File: config.mk
export PLATFORM = sky130hd
export DESIGN_NAME = vram_arbiter_flat
export DESIGN_NICKNAME = d
export VERILOG_FILES = /design/src/rtl/vram_arbiter_if.sv /design/src/rtl/vram_arbiter.sv /design/src/flat_wrapper.sv
export SDC_FILE = /design/constraint.sdc
export NUM_CORES = 1
export LEC_CHECK = 0
export ABC_AREA = 1
export BUFFER_PORTS_ARGS = -buffer_cell sky130_fd_sc_hd__buf_2
export CORE_MARGIN = 5
export CORE_UTILIZATION = 50
export CTS_CLUSTER_SIZE = 28
export DETAILED_ROUTE_END_ITERATION = 10
export PLACE_DENSITY = 0.86
export SYNTH_ARGS = -nofsm -noshare
export SYNTH_HDL_FRONTEND = slang
export SYNTH_SLANG_ARGS = --single-unit
File: constraint.sdc
create_clock -name clk -period 2.45 [get_ports clk]
set_input_delay 0.49 -clock clk [delete_from_list [all_inputs] [get_ports clk]]
set_output_delay 0.49 -clock clk [all_outputs]
set_load 0.03 [all_outputs]
File: src/rtl/vram_arbiter_if.sv
// CPU-side bus of the VRAM arbiter: a request/acknowledge handshake carrying
// write data out and read data back.
interface vram_arbiter_if #(
   parameter int ADDR_W = 16,
   parameter int DATA_W = 8
) ();
   logic              req;
   logic              we;
   logic [ADDR_W-1:0] addr;
   logic [DATA_W-1:0] wdata;
   logic              ack;
   logic [DATA_W-1:0] rdata;

   modport master (output req, we, addr, wdata, input ack, rdata);
   modport slave  (input req, we, addr, wdata, output ack, rdata);
endinterface

File: src/rtl/vram_arbiter.sv
// Single-port VRAM arbiter: video fetches always win with fixed latency, the CPU takes free slots.
// Define VRAM_BLANK_ONLY_EN to restrict CPU grants to horizontal/vertical blanking.
module vram_arbiter #(
   parameter int ADDR_W  = 16,
   parameter int DATA_W  = 8,
   parameter int RAM_LAT = 1,
   parameter int STALL_W = 8
) (
   input  logic               clk,
   input  logic               reset,
   input  logic               hblank,
   input  logic               vblank,
   input  logic               vid_req,
   input  logic [ADDR_W-1:0]  vid_addr,
   output logic               vid_valid,
   output logic [DATA_W-1:0]  vid_data,
   vram_arbiter_if.slave      cpu,
   output logic [ADDR_W-1:0]  ram_addr,
   output logic               ram_we,
   output logic [DATA_W-1:0]  ram_wdata,
   input  logic [DATA_W-1:0]  ram_rdata,
   output logic [STALL_W-1:0] stall_max
);

   localparam logic [0:0] IDLE    = 1'b0;
   localparam logic [0:0] RD_WAIT = 1'b1;

   logic [0:0]         state;
   logic               cpu_window;
   logic               vid_grant;
   logic               cpu_grant;
   logic [RAM_LAT-1:0] pipe_vid;
   logic [RAM_LAT-1:0] pipe_rd;
   logic               vid_out;
   logic               rd_out;
   logic [STALL_W-1:0] stall_cnt;
   logic [STALL_W-1:0] stall_nxt;
   logic [STALL_W-1:0] running_max;
   logic               vblank_q;
   logic               vblank_rise;

`ifdef VRAM_BLANK_ONLY_EN
   assign cpu_window = hblank | vblank;
`else
   assign cpu_window = 1'b1 | hblank;  // blanking does not gate the CPU in this build
`endif

   assign vid_grant = vid_req;
   assign cpu_grant = ~vid_req & cpu.req & (state == IDLE) & cpu_window;
   assign vid_out   = pipe_vid[RAM_LAT-1];
   assign rd_out    = pipe_rd[RAM_LAT-1];

   // NOTE: sequential state uses non-blocking assignments so every register
   // samples pre-edge values regardless of statement order.
   always_ff @(posedge clk) begin
      if (reset) begin
         ram_addr  <= '0;
         ram_we    <= 1'b0;
         ram_wdata <= '0;
      end else begin
         ram_we <= cpu_grant & cpu.we;
         if (vid_grant) begin
            ram_addr <= vid_addr;
         end else if (cpu_grant) begin
            ram_addr  <= cpu.addr;
            ram_wdata <= cpu.wdata;
         end
      end
   end

   // Tags ride alongside the RAM access so the output stage knows who owns ram_rdata.
   always_ff @(posedge clk) begin
      if (reset) begin
         pipe_vid <= '0;
         pipe_rd  <= '0;
      end else begin
         pipe_vid[0] <= vid_grant;
         pipe_rd[0]  <= cpu_grant & ~cpu.we;
         for (int i = 1; i < RAM_LAT; i++) begin
            pipe_vid[i] <= pipe_vid[i-1];
            pipe_rd[i]  <= pipe_rd[i-1];
         end
      end
   end

   always_ff @(posedge clk) begin
      if (reset) begin
         state     <= IDLE;
         vid_valid <= 1'b0;
         vid_data  <= '0;
         cpu.ack   <= 1'b0;
         cpu.rdata <= '0;
      end else begin
         vid_valid <= vid_out;
         if (vid_out) begin
            vid_data <= ram_rdata;
         end
         cpu.ack <= 1'b0;
         case (state)
            IDLE: begin
               if (cpu_grant) begin
                  if (cpu.we) begin
                     cpu.ack <= 1'b1;
                  end else begin
                     state <= RD_WAIT;
                  end
               end
            end
            RD_WAIT: begin
               // Back to IDLE with the ack, so a request still high then counts as new.
               if (rd_out) begin
                  cpu.ack   <= 1'b1;
                  cpu.rdata <= ram_rdata;
                  state     <= IDLE;
               end
            end
         endcase
      end
   end

   // NOTE: assign a default first so every path drives stall_nxt and no latch is inferred.
   always_comb begin
      stall_nxt = stall_cnt;
      if (cpu_grant) begin
         stall_nxt = '0;
      end else if (cpu.req && (stall_cnt != {STALL_W{1'b1}})) begin
         stall_nxt = stall_cnt + 1'b1;
      end
   end

   assign vblank_rise = vblank & ~vblank_q;

   always_ff @(posedge clk) begin
      if (reset) begin
         vblank_q    <= 1'b0;
         stall_cnt   <= '0;
         running_max <= '0;
         stall_max   <= '0;
      end else begin
         vblank_q  <= vblank;
         stall_cnt <= stall_nxt;
         if (vblank_rise) begin
            stall_max   <= running_max;
            running_max <= '0;
         end else if (stall_nxt > running_max) begin
            running_max <= stall_nxt;
         end
      end
   end

endmodule

File: src/flat_wrapper.sv
// flat-port wrapper written by rule: the top's interface ports become plain ports
module vram_arbiter_flat 
#(
   parameter int ADDR_W  = 16,
   parameter int DATA_W  = 8,
   parameter int RAM_LAT = 1,
   parameter int STALL_W = 8
)
  (clk, reset, hblank, vblank, vid_req, vid_addr, vid_valid, vid_data, ram_addr, ram_we, ram_wdata, ram_rdata, stall_max, cpu_req, cpu_we, cpu_addr, cpu_wdata, cpu_ack, cpu_rdata);
  vram_arbiter_if #(.ADDR_W(ADDR_W), .DATA_W(DATA_W)) cpu_i ();
  input  logic clk;
  input  logic reset;
  input  logic hblank;
  input  logic vblank;
  input  logic vid_req;
  input  logic [ADDR_W-1:0] vid_addr;
  output logic vid_valid;
  output logic [DATA_W-1:0] vid_data;
  output logic [ADDR_W-1:0] ram_addr;
  output logic ram_we;
  output logic [DATA_W-1:0] ram_wdata;
  input  logic [DATA_W-1:0] ram_rdata;
  output logic [STALL_W-1:0] stall_max;
  input wire logic [$bits(cpu_i.req)-1:0] cpu_req;
  input wire logic [$bits(cpu_i.we)-1:0] cpu_we;
  input wire logic [$bits(cpu_i.addr)-1:0] cpu_addr;
  input wire logic [$bits(cpu_i.wdata)-1:0] cpu_wdata;
  output wire logic [$bits(cpu_i.ack)-1:0] cpu_ack;
  output wire logic [$bits(cpu_i.rdata)-1:0] cpu_rdata;
  assign cpu_i.req = cpu_req;
  assign cpu_i.we = cpu_we;
  assign cpu_i.addr = cpu_addr;
  assign cpu_i.wdata = cpu_wdata;
  assign cpu_ack = cpu_i.ack;
  assign cpu_rdata = cpu_i.rdata;
  vram_arbiter #(.ADDR_W(ADDR_W), .DATA_W(DATA_W), .RAM_LAT(RAM_LAT), .STALL_W(STALL_W)) u_core (.clk(clk), .reset(reset), .hblank(hblank), .vblank(vblank), .vid_req(vid_req), .vid_addr(vid_addr), .vid_valid(vid_valid), .vid_data(vid_data), .cpu(cpu_i), .ram_addr(ram_addr), .ram_we(ram_we), .ram_wdata(ram_wdata), .ram_rdata(ram_rdata), .stall_max(stall_max));
endmodule
==> flow_summary.json <==
{
  "status": "finished, final reports clean",
  "dieArea_um2": 7738,
  "syn_to_final_growth_pct": 32.03,
  "io_pins": 106,
  "power_frac_seq_pct": 41.6,
  "slew_violations": 0,
  "grt_pass1_wl_um": 12300,
  "critPathMaxFanout": 4,
  "path_class": "reg2reg",
  "final.setup.worst_slack_ps": 121.6,
  "finalSetupTns_ps": 0,
  "synth_fp_nets": 468,
  "p_switching_uw": 978.3,
  "routabilityCongestion": 0.8488,
  "cp.required_ps": 2720,
  "drtPass1Iterations": 4,
  "clkLatencyLatePin_ps": 330,
  "syn_area_per_cell_um2": 7.523,
  "postRouteAntennaNets": 0,
  "drc": 0,
  "instances_no_fill": 604,
  "period_share_pct": 95.04,
  "syn-cell-area_um2": 3039,
  "place_ws_ps": 81.02,
  "worst_setup_path_end_kind": "register",
  "grt_overflow": 0,
  "ys_seq_area_share_pct": 46.77,
  "powerDensity_nw_per_um2": 767.8,
  "cts.sinks": 71,
  "synthCells": 404,
  "layout_min_cycle_time_ps": 2328,
  "routed_wl_um": 7816,
  "core_um2": 5921,
  "fmax_mhz": 429.5,
  "synth_cell_types": 25,
  "dp_cells": 585,
  "tightest_slew_ps": 579.1,
  "irDropWorstVdd_v": 0.0004448,
  "hold_violations": 0,
  "cts_tree": "built",
  "relSlewSlack_pct": 61.25,
  "netSwitchingFraction_pct": 31.75,
  "hpwl_um": 5630,
  "max-clock-path-buffers": 2,
  "drive_above_1_share_pct": 33.08,
  "vias": 3027,
  "port_buffers": 104,
  "cts_hold_buf": 0,
  "clock-skew-final_ps": 5.914,
  "die_width_um": 87.97,
  "start_util_pct": 51.33,
  "intPower_uw": 2103,
  "seqCellArea_um2": 1424,
  "die_y_um": 87.97,
  "htreeDepth": 3,
  "cp-start-kind": "register",
  "totalPowerFinal_uw": 3081,
  "clkPwrFrac_pct": 30.9,
  "dr.first_iter.drc_count": 151,
  "antenna_found_initial": 0,
  "grtUsageTotal_pct": 19.74,
  "diodes": 0,
  "clk_pin_slew_ps": 70,
  "setup_viol": 0,
  "yosys_warnings": 0,
  "stdcell_area_um2": 4013,
  "rsz0062_at_grt": "true",
  "synth-seq-cells": 71,
  "grt_pass1_vias": 2858,
  "grt_max_degree": 33,
  "cp.arrival_ps": 2600,
  "cts-buffers-inserted": 9,
  "cts-root-buf": "clkbuf_8",
  "drv_cap": 0,
  "hp-class": "in2reg",
  "vias_per_cell": 5.012,
  "nFillCells": 434,
  "place_area_um2": 3702,
  "multi_input_area_um2": 1461,
  "fp-row-count": 28,
  "nets": 588,
  "p_leak_uw": 0.001926,
  "avgRoutedWirePerCell_um": 12.94,
  "combPwrFrac_pct": 27.5
}
worst max-delay path, cell delays in order (launching register included):
cell and delay (ps):
dfxtp_2 360, buf_4 110, buf_4 100, nand2_1 90, nor2_4 150, nand3_1 100
a21oi_2 160, nor2_2 60, ha_1 300, nand2_1 80, nor2_1 180, nand2_1 70
nand2_1 70, nand2_2 70, buf_4 150, nand2_1 70, nand2_1 50, nor2_1 90
Yosys cell counts:
master	instances	area, um2
buf_2	3	15.01
clkinv_1	1	3.750
nand3_1	8	40.04
inv_6	1	8.760
or2_2	2	12.51
buf_4	4	30.03
buf_6	3	33.78
nor3_1	4	20.02
nand3_4	1	17.52
ha_1	9	112.6
nor2_2	5	31.28
nand4_1	1	6.260
a311oi_1	16	140.1
dfxtp_1	71	1421
nand2_2	4	25.02
a21oi_1	34	170.2
nor2_1	58	217.7
inv_1	25	93.84
clkbuf_1	10	37.54
a211oi_1	10	75.07
nand3b_1	2	15.01
nor2_4	1	11.26
nand2_1	129	484.2
a21oi_2	1	8.760
a21o_1	1	7.510
power groups by stage:
stage | registers, uW | clock network, uW | logic (uW)
2_1_floorplan | 1400 | 0 | 455
3_3_place_gp | 1300 | 0 | 774
3_5_place_dp | 1310 | 0 | 803
4_1_cts | 1280 | 973 | 811
5_1_grt | 1290 | 1020 | 955
6_report | 1280 | 953 | 846
cells in the final DEF (no fill, tap or decap), types with 8 or more instances in the layout:
cell type | synthesis | final
clkbuf_8 | 0 | 11
a21oi_1 | 34 | 31
nor2_1 | 58 | 55
nand2_1 | 129 | 124
dfxtp_1 | 71 | 69
nand2_2 | 4 | 9
nand3_1 | 8 | 8
a311oi_1 | 16 | 16
buf_2 | 3 | 104
a211oi_1 | 10 | 10
buf_4 | 4 | 22
inv_1 | 25 | 25
layout make-up:
type / count / share of cell area (%)
Clock buffer: 11 / 3.773
Clock inverter: 5 / 1.403
Inverter: 27 / 2.650
Multi-Input combinational cell: 286 / 36.42
Sequential cell: 71 / 35.48
Tap cell: 75 / 2.339
Timing Repair Buffer: 129 / 17.93
worst paths after layout:
check / start / end / slack [ps] / cells past startpoint
max: u_core.stall_cnt[0]$_SDFF_PP0_ / u_core.running_max[7]$_SDFFE_PP0N_ / 120 / 17
min: vblank / u_core.vblank_q$_SDFF_PP0_ / 380 / 3
max reg2reg: u_core.stall_cnt[0]$_SDFF_PP0_ / u_core.running_max[7]$_SDFFE_PP0N_ / 120 / 17
min reg2reg: u_core.vid_data[5]$_SDFFE_PP0P_ / u_core.vid_data[5]$_SDFFE_PP0P_ / 460 / 2
logic make-up (layout without fill, tap and decap cells):
kind of cell | Yosys count | in the layout | share of synthesized area (%)
buf+inv | 47 | 172 | 7.328
fa+ha+maj | 9 | 9 | 3.705
flops | 71 | 71 | 46.77
simple gates | 215 | 215 | 28.98
compound gates | 62 | 62 | 13.22
sequential cells by signal (all words and copies together) (netlist names):
signal / flops
u_core.ram_addr: 16
u_core.cpu.rdata: 8
u_core.ram_wdata: 8
u_core.running_max: 8
u_core.stall_cnt: 8
u_core.stall_max: 8
u_core.vid_data: 8
u_core.cpu.ack: 1
u_core.pipe_rd: 1
u_core.pipe_vid: 1
u_core.ram_we: 1
u_core.state: 1
u_core.vblank_q: 1
u_core.vid_valid: 1
repair_timing:
item,CTS,global route
setup endpoints to repair,0,8
resized for setup,0,21
buffers inserted,0,3
per-layer routing:
metal,global-route usage [%],vias to the layer above,wire length [um]
met5,0,-,0
met4,5.439,0,38
met3,4.986,8,649
met2,35.96,95,4036
met1,22.81,1368,3091
li1,-,1556,-
through the flow:
step	utilization (%)	hold slack (ps)
finish	67.77	376.8
floorplan	-	458.5
CTS	66.04	364.4
global placement	62.53	445.2
detailed placement	62.53	450.3
global route	67.77	391.0
Note: power is estimated with default switching activity, not from simulation.
